### config.mk
export PLATFORM = sky130hd
export DESIGN_NAME = kiwi_biu_arb
export DESIGN_NICKNAME = d
export VERILOG_FILES = /design/src/rtl/kiwi_biu_arb.sv
export SDC_FILE = /design/constraint.sdc
export NUM_CORES = 1
export LEC_CHECK = 0
export CORE_AREA = 2 2 217 219
export CTS_CLUSTER_SIZE = 30
export DETAILED_ROUTE_END_ITERATION = 12
export DIE_AREA = 0 0 219 221
export GPL_TIMING_DRIVEN = 0
export SETUP_SLACK_MARGIN = 0.15
export SYNTH_ARGS = -nofsm -noshare
export SYNTH_HDL_FRONTEND = slang
export SYNTH_SLANG_ARGS = --single-unit
### constraint.sdc
create_clock -name clk -period 2.3 [get_ports clk]
set_input_delay 0.575 -clock clk [delete_from_list [all_inputs] [get_ports clk]]
set_output_delay 0.575 -clock clk [all_outputs]
set_load 0.01 [all_outputs]
### src/rtl/kiwi_biu_arb.sv
// kiwi_biu_arb: shares one memory request/response port between the
// instruction BIU (master 0) and the data BIU (master 1).
//
// Requests are arbitrated round-robin. A grant is held until the memory
// accepts it. Issuers are recorded in an in-order ID FIFO so that each
// response is routed back to the master that made the request.
//
// Optional build macro KIWI_BIU_ARB_DPRIO_EN: fixed priority, so that the
// dbiu (master 1) always wins a tie. A grant that is already held still
// cannot be preempted.
//
// Grant lock state:
//   lock_q | meaning
//   -------+-------------------------------------------------------------
//   0      | free: the selection follows the arbitration rule
//   1      | held: a request was presented but not accepted; lock_id_q
//          | stays selected until memory accepts the request
module kiwi_biu_arb #(
    parameter int AW          = 64,
    parameter int DW          = 64,
    parameter int OUTSTANDING = 4
) (
    input  logic                  clk,
    input  logic                  rst_n,
    input  logic [1:0]            m_req_valid,
    output logic [1:0]            m_req_ready,
    input  logic [1:0]            m_req_we,
    input  logic [2*AW-1:0]       m_req_addr,
    input  logic [2*DW-1:0]       m_req_wdata,
    input  logic [2*(DW/8)-1:0]   m_req_wstrb,
    output logic [1:0]            m_rsp_valid,
    output logic [DW-1:0]         m_rsp_rdata,
    output logic                  s_req_valid,
    input  logic                  s_req_ready,
    output logic                  s_req_we,
    output logic [AW-1:0]         s_req_addr,
    output logic [DW-1:0]         s_req_wdata,
    output logic [DW/8-1:0]       s_req_wstrb,
    input  logic                  s_rsp_valid,
    input  logic [DW-1:0]         s_rsp_rdata,
    output logic                  orphan_rsp
);

    localparam int PW = $clog2(OUTSTANDING);
    localparam int CW = PW + 1;
    localparam int SW = DW / 8;

    logic                   lock_q, lock_d;
    logic                   lock_id_q, lock_id_d;
`ifndef KIWI_BIU_ARB_DPRIO_EN
    logic                   rr_ptr_q, rr_ptr_d;
`endif
    logic [OUTSTANDING-1:0] id_q, id_d;
    logic [PW-1:0]          wr_ptr_q, wr_ptr_d;
    logic [PW-1:0]          rd_ptr_q, rd_ptr_d;
    logic [CW-1:0]          count_q, count_d;
    logic                   full_q, full_d;
    logic                   orphan_q, orphan_d;

    logic                   sel;
    logic                   req_ok;
    logic                   accept;
    logic                   fifo_empty;
    logic                   pop;
    logic                   head_id;

    // Choose the master: a held grant wins; otherwise arbitrate the ties.
    always_comb begin
        sel = 1'b0;
        if (lock_q) begin
            sel = lock_id_q;
        end else if (&m_req_valid) begin
`ifdef KIWI_BIU_ARB_DPRIO_EN
            sel = 1'b1;
`else
            sel = ~rr_ptr_q;
`endif
        end else begin
            sel = m_req_valid[1];
        end
    end

    // Forward the selected request. The outputs are forced idle while reset is held.
    always_comb begin
        req_ok      = m_req_valid[sel] & ~full_q;
        accept      = req_ok & s_req_ready;
        s_req_valid = req_ok & rst_n;
        s_req_we    = sel ? m_req_we[1] : m_req_we[0];
        s_req_addr  = sel ? m_req_addr[2*AW-1:AW] : m_req_addr[AW-1:0];
        s_req_wdata = sel ? m_req_wdata[2*DW-1:DW] : m_req_wdata[DW-1:0];
        s_req_wstrb = sel ? m_req_wstrb[2*SW-1:SW] : m_req_wstrb[SW-1:0];
        m_req_ready = 2'b00;
        if (rst_n && !full_q && s_req_ready) begin
            m_req_ready[sel] = 1'b1;
        end
    end

    // Route each memory response to the oldest outstanding issuer.
    always_comb begin
        fifo_empty  = (count_q == '0);
        pop         = s_rsp_valid & ~fifo_empty;
        head_id     = id_q[rd_ptr_q];
        m_rsp_rdata = s_rsp_rdata;
        m_rsp_valid = 2'b00;
        if (pop) begin
            m_rsp_valid[head_id] = 1'b1;
        end
    end

    // Next state for the grant lock, the arbitration pointer, the ID FIFO and the orphan flag.
    always_comb begin
        lock_d    = lock_q;
        lock_id_d = lock_id_q;
        if (accept) begin
            lock_d = 1'b0;
        end else if (req_ok) begin
            lock_d    = 1'b1;
            lock_id_d = sel;
        end

`ifndef KIWI_BIU_ARB_DPRIO_EN
        rr_ptr_d = rr_ptr_q;
        if (accept) begin
            rr_ptr_d = sel;
        end
`endif

        id_d     = id_q;
        wr_ptr_d = wr_ptr_q;
        rd_ptr_d = rd_ptr_q;
        if (accept) begin
            id_d[wr_ptr_q] = sel;
            wr_ptr_d       = wr_ptr_q + PW'(1);
        end
        if (pop) begin
            rd_ptr_d = rd_ptr_q + PW'(1);
        end

        count_d = count_q;
        case ({accept, pop})
            2'b10:   count_d = count_q + CW'(1);
            2'b01:   count_d = count_q - CW'(1);
            default: count_d = count_q;
        endcase

        // full is taken from the registered count, so a pop frees a slot one cycle later.
        full_d   = (count_d == CW'(OUTSTANDING));
        orphan_d = orphan_q | (s_rsp_valid & fifo_empty);
    end

    // State registers, cleared asynchronously by rst_n.
    always_ff @(posedge clk or negedge rst_n) begin
        if (!rst_n) begin
            lock_q    <= 1'b0;
            lock_id_q <= 1'b0;
`ifndef KIWI_BIU_ARB_DPRIO_EN
            rr_ptr_q  <= 1'b1;
`endif
            id_q      <= '0;
            wr_ptr_q  <= '0;
            rd_ptr_q  <= '0;
            count_q   <= '0;
            full_q    <= 1'b0;
            orphan_q  <= 1'b0;
        end else begin
            lock_q    <= lock_d;
            lock_id_q <= lock_id_d;
`ifndef KIWI_BIU_ARB_DPRIO_EN
            rr_ptr_q  <= rr_ptr_d;
`endif
            id_q      <= id_d;
            wr_ptr_q  <= wr_ptr_d;
            rd_ptr_q  <= rd_ptr_d;
            count_q   <= count_d;
            full_q    <= full_d;
            orphan_q  <= orphan_d;
        end
    end

    assign orphan_rsp = orphan_q;

endmodule

# Word level (Yosys, flattened, before mapping)
# Index checks and enable logic that the tools add are counted.
[op_classes] add_sub_neg=4 magnitude_cmp=7 n_eq_ne=3 mux=22 bitwise_logic=10 reduce_logical=10
[ops] operator="two-way mux 64 bit" n=2
[ops] operator="two-way mux 1 bit" n=11
[ops] operator="two-way mux 8 bit" n=1
[ops] operator="< comparator 2 x 3 -> 1 bit, second input constant" n=2
[ops] operator="case mux 3 bit (2 select lines)" n=1
[ops] operator="bitwise AND 1 bit" n=5
[ops] operator="logical AND 1 bit" n=5
[ops] operator="adder 2 x 1 -> 2 bit, second input constant" n=2
[ops] operator="bitwise mux 4 bit" n=1
[ops] operator="< comparator 1 x 2 -> 1 bit, second input constant" n=2
[ops] operator="two-way mux 2 bit" n=2
[ops] operator="NOT 1 bit" n=4
[ops] operator="AND reduction 2 bit" n=2
[ops] operator="adder 3 x 1 -> 3 bit, second input constant" n=1
[ops] operator="== test 3 bit, second input constant" n=1
[ops] operator="zero test 3 bit" n=1
[ops] operator="subtractor 3 x 1 -> 3 bit, second input constant" n=1
[ops] operator="binary-select mux 1 bit (select 2 bit)" n=1
[ops] operator="demux 1 bit (select 1 bit)" n=2
[ops] operator="demux 1 bit (select 2 bit)" n=1
[ops] operator="== test 2 x 1 -> 1 bit, second input constant" n=1
[ops] operator="== test 2 bit, second input constant" n=1
[ops] operator="greater-or-equal comparator 1 bit, second input constant" n=2
[ops] operator="greater-or-equal comparator 2 x 1 -> 1 bit, second input constant" n=1
[ops] operator="other kinds (3)" n=3
[word_totals] regBits=16 in_bits=344 elab_cells=65

# Longest topological paths before layout
[logic_depth] ltp_word=10 mapped_depth=11 ltp_nobuf=10

# Least setup slack after synthesis
# Ideal clock, no wire load.
[synth_timing] path_type="input -> register" start="input port m_req_valid[0]" end="register full_q" arrival_time_ns=2.525 required_time_ns=2.181 setup_slack_ns=-0.344 stages=10 path_buffers=1 cell_sequence="a21bo_2 -> a2111oi_4 -> buf_6 -> inv_1 -> ha_1 -> inv_1 -> fa_1 -> o21ai_0 -> nor2_1 -> and2_1"
[synth_between] elab_chain_len=10
[synth_rtl] element="start, declared" line="25" text="input logic [1:0] m_req_valid,"
[synth_rtl] element="AND reduction 2 bit" line="72" text="end else if (&m_req_valid) begin"
[synth_rtl] element="two-way mux 1 bit" line="72"
[synth_rtl] element="two-way mux 1 bit" line="70" text="if (lock_q) begin"
[synth_rtl] element="two-way mux 1 bit (not written as such) (*) (2 in series)" line="85" text="req_ok = m_req_valid[sel] & ~full_q;"
[synth_rtl] element="bitwise AND 1 bit (*)" line="85"
[synth_rtl] element="bitwise AND 1 bit (*)" line="86" text="accept = req_ok & s_req_ready;"
[synth_rtl] element="== test 2 x 1 -> 1 bit / == test 2 bit (equally long branches)" line="140" text="case ({accept, pop})"
[synth_rtl] element="case mux 3 bit (2 select lines) (*)" line="140"
[synth_rtl] element="net count_d[1]" line="56" text="logic [CW-1:0] count_q, count_d;"
[synth_rtl] element="== test 3 bit (*)" line="147" text="full_d = (count_d == CW'(OUTSTANDING));"
[synth_rtl] element="net full_d" line="57" text="logic full_q, full_d;"
[synth_rtl] element="end signal, assigned" line="175" text="full_q <= full_d;"
[synth_rtl] element="end, declared" line="57"
# The timed path passes the listed nets; every way through them passes the cells marked *. The select of a mux whose other input is x is not followed.
# A chain may end at the register's enable or synchronous reset.

# Final worst setup path
[layout_timing] start="register rr_ptr_q" end="output port s_req_addr[8]"
[layout_between] elab_chain_len=4
[layout_rtl] element="start, declared" line="51" text="logic rr_ptr_q, rr_ptr_d;"
[layout_rtl] element="start signal, assigned" line="169" text="rr_ptr_q <= rr_ptr_d;"
[layout_rtl] element="NOT 1 bit" line="76" text="sel = ~rr_ptr_q;"
[layout_rtl] element="two-way mux 1 bit" line="72"
[layout_rtl] element="two-way mux 1 bit" line="70"
[layout_rtl] element="two-way mux 64 bit" line="89" text="s_req_addr = sel ? m_req_addr[2*AW-1:AW] : m_req_addr[AW-1:0];"
[layout_rtl] element="end, declared" line="36" text="output logic [AW-1:0] s_req_addr,"
# Every way passes these cells.

==> metrics.md <==
| Metric | Value |
|---|---|
| Outcome | `complete, but fails checks` |
| Failing checks | `negative setup slack` |
| CTS tree | `done` |
| Total Wirelength | `roughly 22 mm` |
| Synth Area in Adders | `between 2 and 3%` |
| Final setup viols | `140` |
| Hold-fix buffers at CTS | `0` |
| Psw | `3.382 mW` |
| Hpwl dp | `17.77 mm` |
| Pwr Density | `926.8 mW/mm2` |
| Fin. Hold Viols | `0` |
| Antenna violations before repair | `0` |
| Syn avg cell area | `10.08 um2` |
| Clock share of power | `3.3%` |
| TNS Setup | `-44.42 ns` |
| Die Ht | `221 um` |
| Met1 Usage GRT | `a little over a tenth` |
| Worst vdd ir | `668.8 uV` |
| Layout cells sized above 1 | `54.21%` |
| Vias in the first global route | `4624` |
| Largest net degree at the start of global routing | `18` |
| Nets@finish | `1229` |
| Setup crit start | `rr_ptr_q` |
| Root Driver | `clkbuf_16` |
| Post-synth net total | `646` |
| Reg2reg start | `lock_q` |
| Internal power | `6.776 mW` |
| Pleak | `between 4 and 5 nW` |
| DRC viols | `0` |
| Hold crit path type | `input port to asynchronous set/reset pin` |
| Sw Ratio | `about 33%` |
| Reg2Reg Setup Slack | `-0.18 ns` |
| Multi-input gate area | `0.002547 mm2` |
| P&R area growth vs syn | `267.3%` |
| Worst EP arrival | `2.14 ns` |
| Max_cap viols | `0` |
| Post-synthesis simple-gate area fraction | `2.893%` |
| GPL Wtd Cong | `0.7974` |
| Xor/xnor cell area share of the yosys netlist | `1.761%` |
| Rel. slew slack | `69.54%` |
| Worst-path fanout max | `5` |
| H-Tree Depth | `1` |
| Comb power frac | `91.1%` |
| Final Hold Slack | `~0.22 ns` |
| Sink Count | `16` |
| Drt pass-1 iters | `4` |
| Main combinational cell family by area after synthesis | `multiplexers` |
| Fin crit share | `118.1%` |
| Max clock buf depth | `2` |
| Vias per cell | `3.022` |
| Cell area after synthesis | `0.002984 mm2` |
| Startpoint Class | `flip-flop` |
| Synth Warn # | `0` |
| Drt wl/cell | `14.96 um` |
| Die area | `0.04840 mm2` |
| GRT Max-Usage Layer | `met2` |
| Initial Utilization | `6.479%` |
| Post-synthesis cell type count | `32` |
| Data required, critical path | `1.73 ns` |
| Die W | `219 um` |
| Mapped Cells | `296` |
| Fmax | `368.2 MHz` |
| Sequential Power Share | `5.6%` |
| First-pass GRT wire length | `30.29 mm` |
| PnR worst setup slack | `-0.4158 ns` |
| Reg2Reg Depth | `11` |
| GR Util met3 | `1.031%` |
| Worst Tran Pin Value | `0.4554 ns` |
| Total track usage | `8.250%` |
| Post-synthesis sequential area ratio | `13.46%` |
| WS Path Type | `flip-flop to output port` |
| N_diodes | `0` |
| Core area | `0.04606 mm2` |
| RSZ-0062 raised after global routing | `true` |
| Port buffer count | `486` |
| Flops & latches, synth | `16` |
| Clk_skew | `0.002259 ns` |
| Rows | `79` |
| 1st-iter DRT viols | `approximately 110` |
| Reg-to-reg endpoint | `full_q` |
| Post-synthesis compound-gate area fraction | `5.702%` |
| Total number of vias | `4488` |
| Skew-Pair Late Insertion Delay | `~0.24 ns` |
| Clock transition at the registers of the reported paths | `0.05 ns` |
| Global routing usage on met2 | `approximately 15%` |
| Cts bufs inserted | `3` |
| Mux share of post-synthesis cell area | `between 50% and 60%` |
| CP endpoint kind | `output port` |
| Top Ports | `551` |
| Max Slew Vio Count | `0` |
| Storage element area | `404.1 um2` |
| Fin crit period | `2.716 ns` |
| Total gr overflow | `0` |
| Fillers | `4912` |
| Post-DRT Antenna Nets | `0` |
-- worst max-delay path: stages (launching register included) --
cell and delay (ns):
dfstp_2 0.54, nand2_2 0.06, a22oi_2 0.18, buf_6 0.15, buf_12 0.13, buf_12 0.11
buf_12 0.09, buf_16 0.11, buf_12 0.10, mux2_4 0.30, buf_6 0.13
-- power groups by stage --
stage          Clock [mW]  Combinational [mW]  Sequential [mW]
2_1_floorplan           0                3.28            0.527
3_3_place_gp            0                6.00            0.548
3_5_place_dp            0                6.03            0.555
4_1_cts             0.345                8.70            0.553
5_1_grt             0.358                9.72            0.584
6_report            0.336                9.26            0.565
-- cell usage in the layout, fill, tap and decap left out, types with 2 or more instances in the layout --
master	instances
dfrtp_1	13
clkbuf_16	4
buf_8	3
mux2_4	136
dfrtp_2	2
inv_2	2
a31oi_1	4
buf_6	182
xnor2_1	4
nand2_1	3
a21oi_1	7
dlygate4sd2_1	2
buf_16	11
and2_1	2
nor2_1	5
inv_1	7
o41ai_1	2
a2111oi_4	2
buf_12	32
clkdlybuf4s50_1	339
buf_2	4
buf_4	81
xor2_1	2
inv_4	2
ha_1	4
-- area by class of cell --
cell class | count | area share [%]
Timing Repair Buffer | 578 | 57.77
Multi-Input combinational cell | 189 | 23.24
Buffer | 80 | 7.226
Tap cell | 607 | 6.929
Sequential cell | 16 | 3.687
Clock buffer | 4 | 0.7192
Inverter | 11 | 0.4224
-- worst max path at each step --
| stage | endpoint | slack, ns | cells past startpoint |
|---|---|---|---|
| 2_1_floorplan | full_q | -0.15 | 10 |
| 3_3_place_gp | s_req_wstrb[4] | -1.92 | 7 |
| 3_5_place_dp | s_req_wdata[43] | -2.01 | 7 |
| 4_1_cts | s_req_addr[8] | -0.47 | 10 |
| 5_1_grt | s_req_wdata[43] | -0.51 | 10 |
| 6_report | s_req_addr[8] | -0.42 | 10 |
-- cells in the mapped netlist --
| cell type | instances | area [um2] |
|---|---|---|
| mux4_2 | 1 | 22.52 |
| buf_4 | 71 | 533.0 |
| ha_1 | 5 | 62.56 |
| xor2_1 | 2 | 17.52 |
| buf_6 | 1 | 11.26 |
| xnor2_1 | 4 | 35.03 |
| nor4_1 | 2 | 12.51 |
| nand2b_1 | 1 | 6.260 |
| buf_2 | 8 | 40.04 |
| dfstp_2 | 1 | 26.28 |
| dfrtp_1 | 15 | 375.4 |
| a22oi_2 | 1 | 12.51 |
| mux2_2 | 132 | 1486 |
| a21o_1 | 1 | 7.510 |
| o41ai_1 | 2 | 17.52 |
| nor2b_2 | 1 | 8.760 |
| and2_1 | 2 | 12.51 |
| a22o_1 | 1 | 8.760 |
| a2111oi_0 | 1 | 8.760 |
| nor2_1 | 5 | 18.77 |
| a31oi_1 | 4 | 25.02 |
| fa_1 | 1 | 20.02 |
| a21bo_2 | 1 | 10.01 |
| mux2_1 | 5 | 56.30 |
| nor3b_1 | 1 | 7.510 |
| nand2_1 | 4 | 15.01 |
| a2111oi_4 | 1 | 27.53 |
| nor3_1 | 1 | 5.000 |
| o21ai_0 | 2 | 10.01 |
| a21oi_1 | 7 | 35.03 |
| o21bai_1 | 1 | 7.510 |
| inv_1 | 11 | 41.29 |
-- state kept, by name (all words and copies together) (netlist names) --
signal	cells
full_q	1
orphan_rsp	1
id_q	4
rr_ptr_q	1
rd_ptr_q	2
lock_id_q	1
lock_q	1
wr_ptr_q	2
count_q	3
-- stage by stage --
step	total power [mW]	worst slack, ns	util (%)	cell area [um2]	std cells
3_5_place_dp	6.583	-2.011	19.85	9143	1389
5_1_grt	10.66	-0.5141	23.80	10960	1485
3_3_place_gp	6.547	-1.924	19.85	9143	1389
2_1_floorplan	3.809	-0.1497	-	3518	296
6_report	10.16	-0.4158	23.80	10960	1485
4_1_cts	9.602	-0.4725	22.81	10510	1471
-- timing repair --
action / in CTS / in global routing
gates cloned: 11 / 1
buffers inserted: 67 / 13
resized for setup: 791 / 89
pin swaps: 7 / 2
setup endpoints to repair: 152 / 145
-- kinds of logic after synthesis --
kind of cell / count (synthesis)
fa+ha+maj: 6
buf+inv: 91
flops: 16
mux: 138
xor+xnor: 6
compound gates: 22
simple gates: 17
-- metal layers --
metal	share of wire (%)	up-vias
li1	-	2159
met1	43	2125
met2	50	194
met3	6.4	10
met4	0.73	0
met5	0	-
Power figures use the tool's default switching activity.
